<file path="src/rtl/snake_pkg.sv">
// snake_pkg
//   Shared types and constants for the snake body controller slice.
//   - dir_t   : movement direction encoding as driven on i_Dir
//   - state_t : controller state (waiting for item, running, game over)
//   - COORD_W : width of one x or y coordinate
//   - SIZE_W  : width of the body-size counter
//   - is_opposite() : true when two directions point in opposite ways
package snake_pkg;

  localparam int COORD_W = 6;
  localparam int SIZE_W  = 9;

  typedef enum logic [1:0] {
    UP    = 2'd0,  // y-1
    DOWN  = 2'd1,  // y+1
    LEFT  = 2'd2,  // x-1
    RIGHT = 2'd3   // x+1
  } dir_t;

  typedef enum logic [1:0] {
    REQ  = 2'd0,
    RUN  = 2'd1,
    OVER = 2'd2
  } state_t;

  function automatic logic is_opposite(input dir_t a, input dir_t b);
    return ((a == UP)   && (b == DOWN))  ||
           ((a == DOWN) && (b == UP))    ||
           ((a == LEFT) && (b == RIGHT)) ||
           ((a == RIGHT) && (b == LEFT));
  endfunction

endpackage

</file>
<file path="src/rtl/snake_hit_check.sv">
// snake_hit_check
//   Combinational position-versus-body compare.
//   Ports:
//     pos_x, pos_y   : position under test
//     body_x, body_y : packed segment coordinates, segment k at [COORD_W*k +: COORD_W]
//     count          : number of leading segments to compare against
//     hit            : 1 when the position equals any segment k < count
module snake_hit_check
  import snake_pkg::*;
#(
  parameter int MAX_SIZE = 100
) (
  input  logic [COORD_W-1:0]          pos_x,
  input  logic [COORD_W-1:0]          pos_y,
  input  logic [MAX_SIZE*COORD_W-1:0] body_x,
  input  logic [MAX_SIZE*COORD_W-1:0] body_y,
  input  logic [SIZE_W-1:0]           count,
  output logic                        hit
);

  always_comb begin
    hit = 1'b0;
    for (int unsigned k = 0; k < MAX_SIZE; k++) begin
      if ((k < 32'(count)) &&
          (body_x[k*COORD_W +: COORD_W] == pos_x) &&
          (body_y[k*COORD_W +: COORD_W] == pos_y)) begin
        hit = 1'b1;
      end
    end
  end

endmodule

</file>
<file path="src/rtl/snake_body_ctrl.sv">
// snake_body_ctrl
//   Owns the snake body and movement; consumer side of the item handshake.
//   On each tick in RUN the head advances one cell, walls and self-collision
//   are checked, and eating the item grows the body and re-requests an item.
//   Ports:
//     i_Clk, i_Rst           : clock, synchronous active-high reset
//     i_Tick                 : one-cycle movement strobe
//     i_Dir                  : commanded direction (0 up, 1 down, 2 left, 3 right)
//     i_Item_x/y, i_Item_valid : new item position and its done strobe
//     o_Item_req             : high while waiting for a new item
//     o_Body_x/y             : packed segment coordinates, segment 0 is the head
//     o_Body_size            : number of valid segments
//     o_Ate                  : one-cycle pulse when the item is eaten
//     o_Game_over            : sticky until reset
module snake_body_ctrl
  import snake_pkg::*;
#(
  parameter int XSIZE     = 48,
  parameter int YSIZE     = 64,
  parameter int MAX_SIZE  = 100,
  parameter int INIT_SIZE = 3
) (
  input  logic                        i_Clk,
  input  logic                        i_Rst,
  input  logic                        i_Tick,
  input  logic [1:0]                  i_Dir,
  input  logic [COORD_W-1:0]          i_Item_x,
  input  logic [COORD_W-1:0]          i_Item_y,
  input  logic                        i_Item_valid,
  output logic                        o_Item_req,
  output logic [MAX_SIZE*COORD_W-1:0] o_Body_x,
  output logic [MAX_SIZE*COORD_W-1:0] o_Body_y,
  output logic [SIZE_W-1:0]           o_Body_size,
  output logic                        o_Ate,
  output logic                        o_Game_over
);

  localparam logic [COORD_W:0]  STEP     = 1;
  localparam logic [SIZE_W-1:0] SIZE_ONE = 1;

  // Horizontal line of INIT_SIZE segments centred in the field, head rightmost.
  function automatic logic [MAX_SIZE*COORD_W-1:0] init_body(input logic is_x);
    logic [MAX_SIZE*COORD_W-1:0] b;
    b = '0;
    for (int unsigned k = 0; k < INIT_SIZE; k++) begin
      b[k*COORD_W +: COORD_W] = is_x ? COORD_W'(XSIZE/2 - int'(k))
                                     : COORD_W'(YSIZE/2);
    end
    return b;
  endfunction

  localparam logic [MAX_SIZE*COORD_W-1:0] INIT_X = init_body(1'b1);
  localparam logic [MAX_SIZE*COORD_W-1:0] INIT_Y = init_body(1'b0);

  state_t               state;
  dir_t                 cur_dir;
  logic [COORD_W-1:0]   item_x;
  logic [COORD_W-1:0]   item_y;

  dir_t                 cmd_dir;
  dir_t                 new_dir;
  logic [COORD_W:0]     nx;
  logic [COORD_W:0]     ny;
  logic                 wall;
  logic                 eat;
  logic                 self_hit;
  logic [SIZE_W-1:0]    cmp_cnt;
  logic [SIZE_W-1:0]    move_cnt;
  logic [SIZE_W-1:0]    size_next;
  logic [MAX_SIZE*COORD_W-1:0] shift_x;
  logic [MAX_SIZE*COORD_W-1:0] shift_y;

  always_comb begin
    cmd_dir = dir_t'(i_Dir);
    new_dir = is_opposite(cmd_dir, cur_dir) ? cur_dir : cmd_dir;

    // One extra bit so a step below 0 lands at all-ones and fails the bound test.
    nx = {1'b0, o_Body_x[COORD_W-1:0]};
    ny = {1'b0, o_Body_y[COORD_W-1:0]};
    case (new_dir)
      UP:      ny = ny - STEP;
      DOWN:    ny = ny + STEP;
      LEFT:    nx = nx - STEP;
      default: nx = nx + STEP;
    endcase

    wall = (nx >= (COORD_W+1)'(XSIZE)) || (ny >= (COORD_W+1)'(YSIZE));
    eat  = (nx == {1'b0, item_x}) && (ny == {1'b0, item_y});

    // The tail only vacates its cell when the snake does not grow.
    cmp_cnt = eat ? o_Body_size : (o_Body_size - SIZE_ONE);

    // Slots at or beyond the live length hold still; on eat one extra slot
    // receives the old tail (silently absent when already at MAX_SIZE).
    move_cnt = eat ? (o_Body_size + SIZE_ONE) : o_Body_size;
    shift_x  = o_Body_x;
    shift_y  = o_Body_y;
    shift_x[COORD_W-1:0] = nx[COORD_W-1:0];
    shift_y[COORD_W-1:0] = ny[COORD_W-1:0];
    for (int unsigned k = 1; k < MAX_SIZE; k++) begin
      if (k < 32'(move_cnt)) begin
        shift_x[k*COORD_W +: COORD_W] = o_Body_x[(k-1)*COORD_W +: COORD_W];
        shift_y[k*COORD_W +: COORD_W] = o_Body_y[(k-1)*COORD_W +: COORD_W];
      end
    end

    size_next = (eat && (o_Body_size < SIZE_W'(MAX_SIZE))) ? (o_Body_size + SIZE_ONE)
                                                           : o_Body_size;
  end

  snake_hit_check #(
    .MAX_SIZE (MAX_SIZE)
  ) u_self_hit (
    .pos_x  (nx[COORD_W-1:0]),
    .pos_y  (ny[COORD_W-1:0]),
    .body_x (o_Body_x),
    .body_y (o_Body_y),
    .count  (cmp_cnt),
    .hit    (self_hit)
  );

  always_ff @(posedge i_Clk) begin
    if (i_Rst) begin
      state       <= REQ;
      cur_dir     <= RIGHT;
      item_x      <= '0;
      item_y      <= '0;
      o_Body_x    <= INIT_X;
      o_Body_y    <= INIT_Y;
      o_Body_size <= SIZE_W'(INIT_SIZE);
      o_Item_req  <= 1'b0;
      o_Ate       <= 1'b0;
      o_Game_over <= 1'b0;
    end else begin
      o_Ate <= 1'b0;
      case (state)
        REQ: begin
          o_Item_req <= 1'b1;
          if (i_Item_valid) begin
            item_x     <= i_Item_x;
            item_y     <= i_Item_y;
            o_Item_req <= 1'b0;
            state      <= RUN;
          end
        end
        RUN: begin
          if (i_Tick) begin
            if (wall || self_hit) begin
              o_Game_over <= 1'b1;
              state       <= OVER;
            end else begin
              cur_dir     <= new_dir;
              o_Body_x    <= shift_x;
              o_Body_y    <= shift_y;
              o_Body_size <= size_next;
              if (eat) begin
                o_Ate      <= 1'b1;
                o_Item_req <= 1'b1;
                state      <= REQ;
              end
            end
          end
        end
        OVER: begin
          o_Game_over <= 1'b1;
        end
        default: begin
          state <= REQ;
        end
      endcase
    end
  end

endmodule

</file>
<file path="config.mk">
export PLATFORM = sky130hd
export DESIGN_NAME = snake_body_ctrl
export DESIGN_NICKNAME = d
export VERILOG_FILES = /design/src/rtl/snake_pkg.sv /design/src/rtl/snake_hit_check.sv /design/src/rtl/snake_body_ctrl.sv
export SDC_FILE = /design/constraint.sdc
export NUM_CORES = 2
export LEC_CHECK = 0
export CORE_AREA = 2 2 483 485
export DETAILED_ROUTE_END_ITERATION = 8
export DIE_AREA = 0 0 485 487
export DONT_BUFFER_PORTS = 1
export PLACE_DENSITY = 0.41
export SYNTH_ARGS = -nofsm -noshare
export SYNTH_HDL_FRONTEND = slang
export SYNTH_HIERARCHICAL = 1
export SYNTH_SLANG_ARGS = --single-unit
export TNS_END_PERCENT = 100
</file>
<file path="constraint.sdc">
create_clock -name i_Clk -period 8.4 [get_ports i_Clk]
set_clock_uncertainty 0.05 [all_clocks]
set_input_delay 0.84 -clock i_Clk [delete_from_list [all_inputs] [get_ports i_Clk]]
set_output_delay 0.84 -clock i_Clk [all_outputs]
set_load 0.03 [all_outputs]
</file>
==> key figures <==
Run status
  • Failing checks: capacitance limit, setup timing
  • Status: finished with violations

Clocking
  • Clock-pin transition on the worst setup and hold timing paths: about 0.06 ns
  • Root buf cell: clkbuf_16
  • CTS sink count: about 1200
  • H-tree Lvls: 4
  • Number of buffers created by CTS: around 150
  • Clk_lat worst skew: slightly above 0.8 ns
  • CTS Hold Bufs: 0
  • CTS Buffer Depth: 3
  • CTS tree: built

Flow run
  • Maxcap violations: 1

Global routing
  • Total GRT Usage: 28.20%
  • First-pass GRT wire length: roughly 460000 µm
  • Global route total overflow: 0
  • Largest net degree at the start of global routing: between 1000 and 1500
  • Vias in the first global route: around 49000
  • Initial antenna violation count: 12

Logic synthesis
  • Yosys warns: 6
  • Synth Flop Type: dfxtp_1
  • Top post-synthesis cells by count: 1228 x dfxtp_1, 1171 x nor2_1, 1109 x mux2i_1
  • #FFs+latches synth: approximately 1200
  • Most numerous cell in the Yosys netlist: dfxtp_1
  • Mapped Nets: roughly 6500
  • Async set-or-reset flop fraction in the synthesized netlist: 0%
  • Synth top area share: roughly two fifths
  • Mapped Area: 61050 µm²
  • Synthesized area per cell: ~9.4 µm²
  • Synth area leader: dfxtp_1
  • Number of enable flip-flop cells after synthesis: 0
  • Share of the yosys chip area belonging to registers: 40.27%
  • Synth unique cells: approximately 110
  • Mapped Cells: ~6500
  • Synth top area cells: dfxtp_1 40%, mux2i_1 18%, xor2_1 10%

Critical path
  • Crit path launch type: flop
  • CP max FO: 6
  • Critical path's largest stage delay: ~0.46 ns
  • Worst path slowest cell: a2111o_1
  • Most used cell, CP: buf_4
  • Crit path DAT: ~9 ns
  • CP required: ~9 ns
  • CP endpoint kind: flop
  • Reg2reg setup slack: -0.1 ns
  • Crit-path leading delay family: simple AND/OR/NAND/NOR gates
  • CP Class: flop to flop
  • WP buf/inv: 12

Detailed routing
  • Wire length per cell: 35.42 µm
  • DR vias/cell: ~5.2
  • DR vias: approximately 50000
  • 1st-pass router iterations: 6
  • Highest metal used: met4
  • DRC violations left: 0
  • Met2 WL: approximately 170000 µm
  • M1 wire length: 143900 µm
  • Routed wl met3: between 30000 and 40000 µm
  • DRT Wirelength: 352500 µm
  • First DRT Iteration DRCs: 3682
  • Post-DRT Antenna Nets: 0

Die
  • Die H: ~500 µm
  • # IOs: 1230
  • Rows: roughly 180
  • Die width: 485 µm
  • Core outline area: about 230000 µm²
  • Starting Density: between 20% and 30%
  • Die area: roughly 240000 µm²

Cells and area
  • Nets@finish: a little under 7000
  • Final core occ: ~33%
  • Share of layout cells above drive strength 1: between 15 and 20%
  • Final Non-Filler Cells: around 10000
  • Post-route cell area: ~77000 µm²
  • P&R area growth vs syn: 25.74%

Placed design
  • DP Wirelength: 265600 µm
  • GP Congestion: around 0.94
  • Placed Cells: 9590
  • Port Buffers: 0
  • Setup Slack @ Placement: -1.742 ns
  • Cell Area, Placed: 68880 µm²

STA
  • Slew margin rel.: less than 1%
  • Worst Tran Pin Value: approximately 1.5 ns
  • Final worst-path cycle share: 101.1%
  • Max Clk Rate: between 0.1 and 0.15 GHz
  • Final hold viol count: 0
  • Setup TNS: -5.509 ns
  • Fin Hold WS: 0.07552 ns
  • Max-slew violations: 0
  • Setup ws final: -0.09522 ns
  • Final setup fails: approximately 160
  • Unrepaired setup endpoints after global routing: yes
  • Tmin final: about 8.5 ns

Min path
  • Min-Delay Path Class: input pin to flop

Pwr
  • Max VDD drop: 0.1511 mV
  • Power per Cell Area: ~190 nW/µm²
  • Static Leak: a little over 30 nW
  • Total power: approximately 14 mW
==> timing repair <==
item / in CTS / in global routing
pin swaps: 10 / 50
setup buffers: 1 / 50
resized for setup: 31 / 241
gates cloned: 0 / 32
endpoints found under the setup margin: 1214 / 1198
==> power by group <==
part / internal, mW / leakage (nW) / switching, mW
Clock: 3.97 / 2.51 / 2.87
Combinational: 0.588 / 17.8 / 1.12
Sequential: 5.84 / 9.89 / 0.0257
Total: 10.4 / 30.2 / 4.01
==> layout make-up <==
class | count | area, µm²
Multi-Input combinational cell | 4788 | 35940
Clock inverter | 38 | 461.7
Timing Repair Buffer | 595 | 7194
Inverter | 23 | 96.34
Antenna cell | 5 | 12.51
Fill cell | 23730 | 154700
Tap cell | 3043 | 3807
Clock buffer | 233 | 4667
Sequential cell | 1228 | 24590
==> cell families after synthesis <==
logic type | count (synthesis) | synth area share (%)
AO/OA/AOI/OAI | 388 | 4.480
XOR/XNOR | 1246 | 17.96
adder cells (fa/ha/maj) | 10 | 0.2172
buffers and inverters | 474 | 3.941
flip-flops | 1228 | 40.27
multiplexers | 1118 | 18.39
AND/OR/NAND/NOR | 2026 | 14.75
==> sequential cells by signal, summed over array words and instances (netlist names), 2 cells and up <==
name         count
o_Body_x       600
o_Body_size      9
o_Body_y       600
item_y           6
state            2
item_x           6
cur_dir          2
==> metal layers <==
layer	track usage, %	up-vias
met4	7.867	0
met2	46.58	2016
met5	0	-
met1	34.08	26150
li1	-	22770
met3	10.53	390
==> layout by cell type (no fill, tap or decap), drive strengths merged, types with 5 or more instances in the layout <==
master,Yosys,layout
or3,10,10
o2111ai,9,9
a31oi,27,27
inv,22,28
mux2,7,7
nand4,176,176
a211oi,8,8
a41oi,6,6
xor2,714,714
diode,0,5
nand3,61,61
xnor2,530,530
o31ai,11,11
mux2i,1111,1111
nor4,192,192
a21oi,160,160
dfxtp,1228,1228
a221oi,21,21
nor2,1172,1172
and2,9,9
ha,9,9
o21ai,63,63
clkbuf,189,262
nor2b,5,5
a2111oi,8,8
and3,10,10
o211ai,14,14
o22ai,7,7
nand2,280,280
clkinv,1,25
nor3,70,70
or2,11,11
nand2b,8,8
and4,7,7
buf,262,566
==> path summary, 6_finish.rpt <==
path,from,endpoint,cells after the start
min reg2reg,item_y[0],item_y[0],2
max,cur_dir[1],o_Body_x[337],37
min,i_Rst,o_Body_y[240],1
max reg2reg,cur_dir[1],o_Body_x[337],37
Power figures use the tool's default switching activity.
